--- config.mk ---
export PLATFORM = sky130hd
export DESIGN_NAME = sram_host_arbiter
export DESIGN_NICKNAME = d
export VERILOG_FILES = /design/src/rtl/sram_host_arbiter.sv
export SDC_FILE = /design/constraint.sdc
export NUM_CORES = 1
export LEC_CHECK = 0
export ABC_AREA = 1
export CORE_ASPECT_RATIO = 0.75
export CORE_MARGIN = 5
export CORE_UTILIZATION = 44
export CTS_BUF_LIST = sky130_fd_sc_hd__clkbuf_16
export DETAILED_ROUTE_END_ITERATION = 10
export GPL_ROUTABILITY_DRIVEN = 0
export PLACE_DENSITY_LB_ADDON = 0.15
export RECOVER_POWER = 25
export SYNTH_ARGS = -nofsm -noshare
export SYNTH_HDL_FRONTEND = slang
export SYNTH_SLANG_ARGS = --single-unit
--- constraint.sdc ---
create_clock -name clk -period 2.14 [get_ports clk]
set_input_delay 0.428 -clock clk [delete_from_list [all_inputs] [get_ports clk]]
set_output_delay 0.428 -clock clk [all_outputs]
set_load 0.005 [all_outputs]
--- src/rtl/sram_host_arbiter.sv ---
// Shares the external 8-bit SRAM between the machine core (default owner, combinational pass-through)
// and a host DMA port that gets fixed 3-cycle transactions inside machine-free slots.
module sram_host_arbiter #(
  parameter int AW      = 21,
  parameter int TIMEOUT = 4096
) (
  input  logic          clk,
  input  logic          reset_n,
  input  logic [18:0]   m_addr,
  input  logic          m_we_n,
  input  logic [7:0]    m_dout,
  input  logic          m_doe,
  output logic [7:0]    m_din,
  input  logic          host_slot,
  input  logic          h_req,
  input  logic          h_we,
  input  logic [AW-1:0] h_addr,
  input  logic [7:0]    h_wdata,
  output logic          h_ack,
  output logic [7:0]    h_rdata,
  output logic          h_busy,
  output logic          h_starved,
  output logic [AW-1:0] sram_addr,
  output logic          sram_we_n,
  output logic [7:0]    sram_dout,
  output logic          sram_doe,
  input  logic [7:0]    sram_din
);

  localparam int CW = $clog2(TIMEOUT) + 1;
  localparam logic [CW-1:0] CNT_MAX = CW'(TIMEOUT);

  typedef enum logic [1:0] {
    IDLE     = 2'd0,
    H_SETUP  = 2'd1,
    H_STROBE = 2'd2,
    H_HOLD   = 2'd3
  } state_t;

  state_t          state_reg, state_next;
  logic [AW-1:0]   addr_reg;
  logic            we_reg;
  logic [7:0]      wdata_reg;
  logic [7:0]      rdata_reg;
  logic            ack_reg;
  logic            starved_reg;
  logic [CW-1:0]   cnt_reg, cnt_next;
  logic            grant;

  // A host transaction may only start when the machine has promised a free window.
  assign grant = (state_reg == IDLE) && h_req && host_slot;

  always_comb begin
    state_next = state_reg;
    case (state_reg)
      IDLE:     if (grant) state_next = H_SETUP;
      H_SETUP:  state_next = H_STROBE;
      H_STROBE: state_next = H_HOLD;
      H_HOLD:   state_next = IDLE;
      default:  state_next = IDLE;
    endcase
  end

  always_comb begin
    cnt_next = cnt_reg;
    if (grant || !h_req)
      cnt_next = '0;
    else if (state_reg == IDLE && cnt_reg != CNT_MAX)
      cnt_next = cnt_reg + CW'(1);
  end

  always_ff @(posedge clk or negedge reset_n) begin
    if (!reset_n) begin
      state_reg   <= IDLE;
      addr_reg    <= '0;
      we_reg      <= 1'b0;
      wdata_reg   <= '0;
      rdata_reg   <= '0;
      ack_reg     <= 1'b0;
      starved_reg <= 1'b0;
      cnt_reg     <= '0;
    end else begin
      state_reg <= state_next;
      cnt_reg   <= cnt_next;
      ack_reg   <= (state_reg == H_HOLD);
      if (grant) begin
        addr_reg  <= h_addr;
        we_reg    <= h_we;
        wdata_reg <= h_wdata;
      end
      // Read data is sampled at the end of the strobe cycle, then held until the next read.
      if (state_reg == H_STROBE && !we_reg)
        rdata_reg <= sram_din;
      if (grant)
        starved_reg <= 1'b0;
      else if (cnt_next == CNT_MAX)
        starved_reg <= 1'b1;
    end
  end

  always_comb begin
    sram_addr = {{(AW-19){1'b0}}, m_addr};
    sram_we_n = m_we_n;
    sram_dout = m_dout;
    sram_doe  = m_doe;
    if (state_reg != IDLE) begin
      sram_addr = addr_reg;
      sram_we_n = !(state_reg == H_STROBE && we_reg);
      sram_dout = wdata_reg;
      sram_doe  = we_reg;
    end
    // Reset must release the bus instantly, even if the machine is mid-write.
    if (!reset_n) begin
      sram_we_n = 1'b1;
      sram_doe  = 1'b0;
    end
  end

  assign m_din     = sram_din;
  assign h_ack     = ack_reg;
  assign h_rdata   = rdata_reg;
  assign h_busy    = (state_reg != IDLE);
  assign h_starved = starved_reg;

endmodule
# Yosys cells after proc, flatten, opt, wreduce, memory -nomap -nowiden
# Cells that the tools add are included.
# op_classes
n_div,0
shift,0
muxes,12
multipliers,0
magnitude_cmp,0
reduce_logical,12
bitwise,0
addsub,1
eq_ne,6
# ops
op,n
$mux 13,2
$mux 21,1
$add 13x1->13 const B,1
$eq 13x13->1 const B,1
$ne 13x13->1 const B,1
$mux 8,1
$pmux 2 s4,1
$mux 1,6
$logic_and 1x1->1,5
$eq 2x2->1 const B,2
$reduce_bool 2->1,2
$logic_not 1->1,3
$eq 2x1->1 const B,1
$logic_not 2->1,1
$mux 2,1
$ne 2x2->1 const B,1
$logic_or 1x1->1,1
# totals
elab_cells,39
n_memories,0
inputBits,71
ramBits,0
rom_bits,0
latch_bits,0
reg_bits,55

# Longest topological paths before layout
# logic_depth
depth_word,8
depth_mapped,14
depth_no_buf,13

# Worst setup path after synthesis
# No wires, ideal clock.
# synth_timing
path_type,register to output
start,register state_reg[0]
end,output port sram_doe
n_path_buf,3
path_slack_ns,0.234
arrival_time_ns,1.478
stages_incl_launch_ff,8
cell_sequence,dfrtp_1 inv_1 ha_1 buf_2 buf_2 buf_1 nand2_1 a21boi_0
# synth_between
elab_chain_len,3
# synth_rtl
element,line_no,rtl
start: declaration,40,"state_t state_reg, state_next;"
start signal: assignment,83,state_reg <= state_next;
$reduce_bool 2->1,106,if (state_reg != IDLE) begin
$mux 1,106,
$mux 1,113,if (!reset_n) begin
end: declaration,26,"output logic sram_doe,"
# Every way passes these cells.

# Worst setup path after layout
# layout_timing
start,register state_reg[0]
end,output port sram_addr[2]
# layout_between
elab_chain_len,2
# layout_rtl
element,line_no,rtl
$reduce_bool 2->1,106,
$mux 21,106,
end: declaration,23,"output logic [AW-1:0] sram_addr,"
# Every way passes these cells.

==> reports/qor.yml <==
synth.most_common_cell: "nand2_1"
slew_headroom: 0.3397
core-area_sq_um: 6832
syn_to_final_growth_pct: 48.51
slew_violations: 0
htree_levels: 2
synth_largest_area_cell: "dfrtp_1"
seq_area_frac_synth: 0.4443
grt_overflow: 0
ys_async_sr_fraction: 1.000
clock_path_buffers: 2
swShare: 0.3632
die_h_microns: 82.67
crit_family: "buffers and inverters"
ios: 121
combPwrFrac: 0.562
io_buffers: 120
path_buf_inv: 4
internal-power_uw: 3664
fin_skew_ns: 0.004990
cts-root-buf: "clkbuf_16"
drc_errors: 0
dr.pass1.iters: 4
nFillCells: 601
r2r-end: "h_starved"
setup_ws_ns: -0.09885
num_vias: 3020
grt_max_degree: 41
crit_top_cell: "nand2_1"
synthesis.nets: 507
pwr-share-seq: 0.300
max_stage_delay_ns: 0.50
synth_area_sq_um: 3098
rsz0062_at_grt: "yes"
drtAntennaViolNets: 0
leakagePower_uw: 0.002359
clock_sinks: 55
crit_chain: "inv_2 -> ha_4 -> inv_6 -> buf_12 -> nand2_1 -> nand2_1 -> clkdlybuf4s50_1"
dp_hpwl_microns: 6329
hp-class: "input pin to async pin"
cts_tree: "done"
syn_inst: 431
arrival_ns: 1.81
yosys-top-cells-area: "dfrtp_1 44%, nand2_1 28%, inv_1 3.2%"
wl_microns: 8628
slowest_stage: "clkdlybuf4s50_1"
antenna_found_initial: 0
vdd_ir_drop_max_uv: 609.1
grt_pass1_wl_microns: 13910
fmax_ghz: 0.4467
p_switching_uw: 2090
worstPathMaxFanout: 15
die-width_microns: 106.9
post-route-util: 0.6734
r2r_cells: 11
synthFlopType: "dfrtp_1"
critPathRequiredTime_ns: 1.71
yosysUniqueCellTypes: 29
end_kind: "primary output"
critPathKind: "flop to primary output"
reg2reg_from: "state_reg[0]"
viasPerCell: 4.786
status: "finished with violations"
period_share: 1.046
clock_latency_ns: 0.29
synth_top_cell_area_share: 0.4443
drive_gt1_frac: 0.08775
antennaDiodeCount: 0
worst_pin_slew_ns: 0.9904
synth_edf_count: 0
pwr-share-clk: 0.138
die_area_sq_um: 8837
violations: "negative setup slack"
p_per_area_nw_per_um2: 1251
wl_per_cell_microns: 13.67
ys_seq_elements: 55
startpoint_type: "flop"
syn_avg_cell_area_sq_um: 7.188
grtUsageTotal: 0.1984
synthTopCellsByCount: "235 x nand2_1, 55 x dfrtp_1, 26 x inv_1, 19 x nor2_1, 17 x nand3_1"
cts.clk_slew.worst_paths_ns: 0.07
r2r_setup_slack_ns: 0.19
hold_violations: 0
fin_cells: 631
largest_register_ffs: 21
timing.final.crit_period_ns: 2.239
drv_cap: 0
setup_violations: 21
dp.cells: 618
initial_core_util: 0.4535
cts_buffers: 5
yosysWarnings: 0
fp-row-count: 26
final_nets: 622
grt_pass1_vias: 2921
drt_iter0_drc: 163
cells by family after synthesis:
kind of cell / synth area share
adders and majority gates: 0.02019
DFF: 0.4443
xor gates and xnor gates: 0.005655
muxes: 0.02908
buffers and inverters: 0.08279
and+or+nand+nor: 0.3889
AOI/OAI and AO/OA: 0.02908
layout make-up:
cell class,count,area (sq um),area share
multi-input cells,323,1480,0.3217
repair buffers,132,1384,0.3008
flip-flops and latches,55,1376,0.2992
clock buffers,5,125.1,0.02720
inverters,29,113.9,0.02475
well taps,84,105.1,0.02284
clock inverters,3,16.27,0.003535
per-stage QoR:
stage               worst slack (ns)  power [uW]  TNS, ns  cell area, sq um  hold slack (ns)
CTS                          -0.1256        5805   -2.741              4583           0.1503
floorplan                     0.2338        3243        0              3098           0.1324
global placement             0.07760        4679        0              4344           0.4529
detailed placement           0.04854        4764        0              4344           0.4615
global route                 -0.1811        6203   -3.324              4601           0.4996
finish                      -0.09885        5754   -1.752              4601           0.4289
per-layer routing:
layer,track usage,up-vias,part of all wire
met5,0,-,0
met4,0.04598,0,0.0071
met2,0.3254,108,0.48
met3,0.05361,7,0.070
met1,0.2653,1364,0.44
li1,-,1541,-
placed cells by master, fill, tap and decap left out, drive strengths merged, types with 6 or more instances in the layout:
cell type	count
buf	10
clkbuf	8
nand2	241
mux2	8
clkdlybuf4s50	109
inv	29
o21ai	8
a21oi	6
nor2	24
nand3	20
dfrtp	55
dlygate4sd2	6
worst max path at each step:
| stage | startpoint | to | slack [ns] | depth (start not counted) |
|---|---|---|---|---|
| floorplan | state_reg[0] | sram_doe | 0.23 | 7 |
| global placement | state_reg[0] | h_starved | 0.08 | 11 |
| detailed placement | state_reg[0] | h_starved | 0.05 | 11 |
| CTS | state_reg[1] | sram_addr[2] | -0.13 | 7 |
| global route | state_reg[1] | sram_addr[3] | -0.18 | 6 |
| finish | state_reg[0] | sram_addr[2] | -0.1 | 7 |
worst register-to-register path, cell delays in order, from the launching register on:
cell and delay, ns:
dfrtp_1 0.39, inv_2 0.09, ha_4 0.22, buf_12 0.17, nand3_1 0.13, nand2_1 0.22
inv_2 0.16, nand2_1 0.12, nand2_1 0.06, nor2_1 0.11, nand2_1 0.10, o22ai_2 0.12
what timing repair did:
item,in CTS,in global routing
pin swaps,1,0
gates cloned,2,0
hold buffers,0,0
resized for setup,16,6
endpoints found under the setup margin,32,26
setup buffers,2,1
power groups by stage:
stage | clock network, uW | logic (uW) | registers [uW]
floorplan | 0 | 1570 | 1670
global placement | 0 | 2950 | 1730
global route | 840 | 3590 | 1780
detailed placement | 0 | 3030 | 1740
finish | 792 | 3240 | 1730
CTS | 807 | 3270 | 1730
Power figures use the tool's default switching activity.
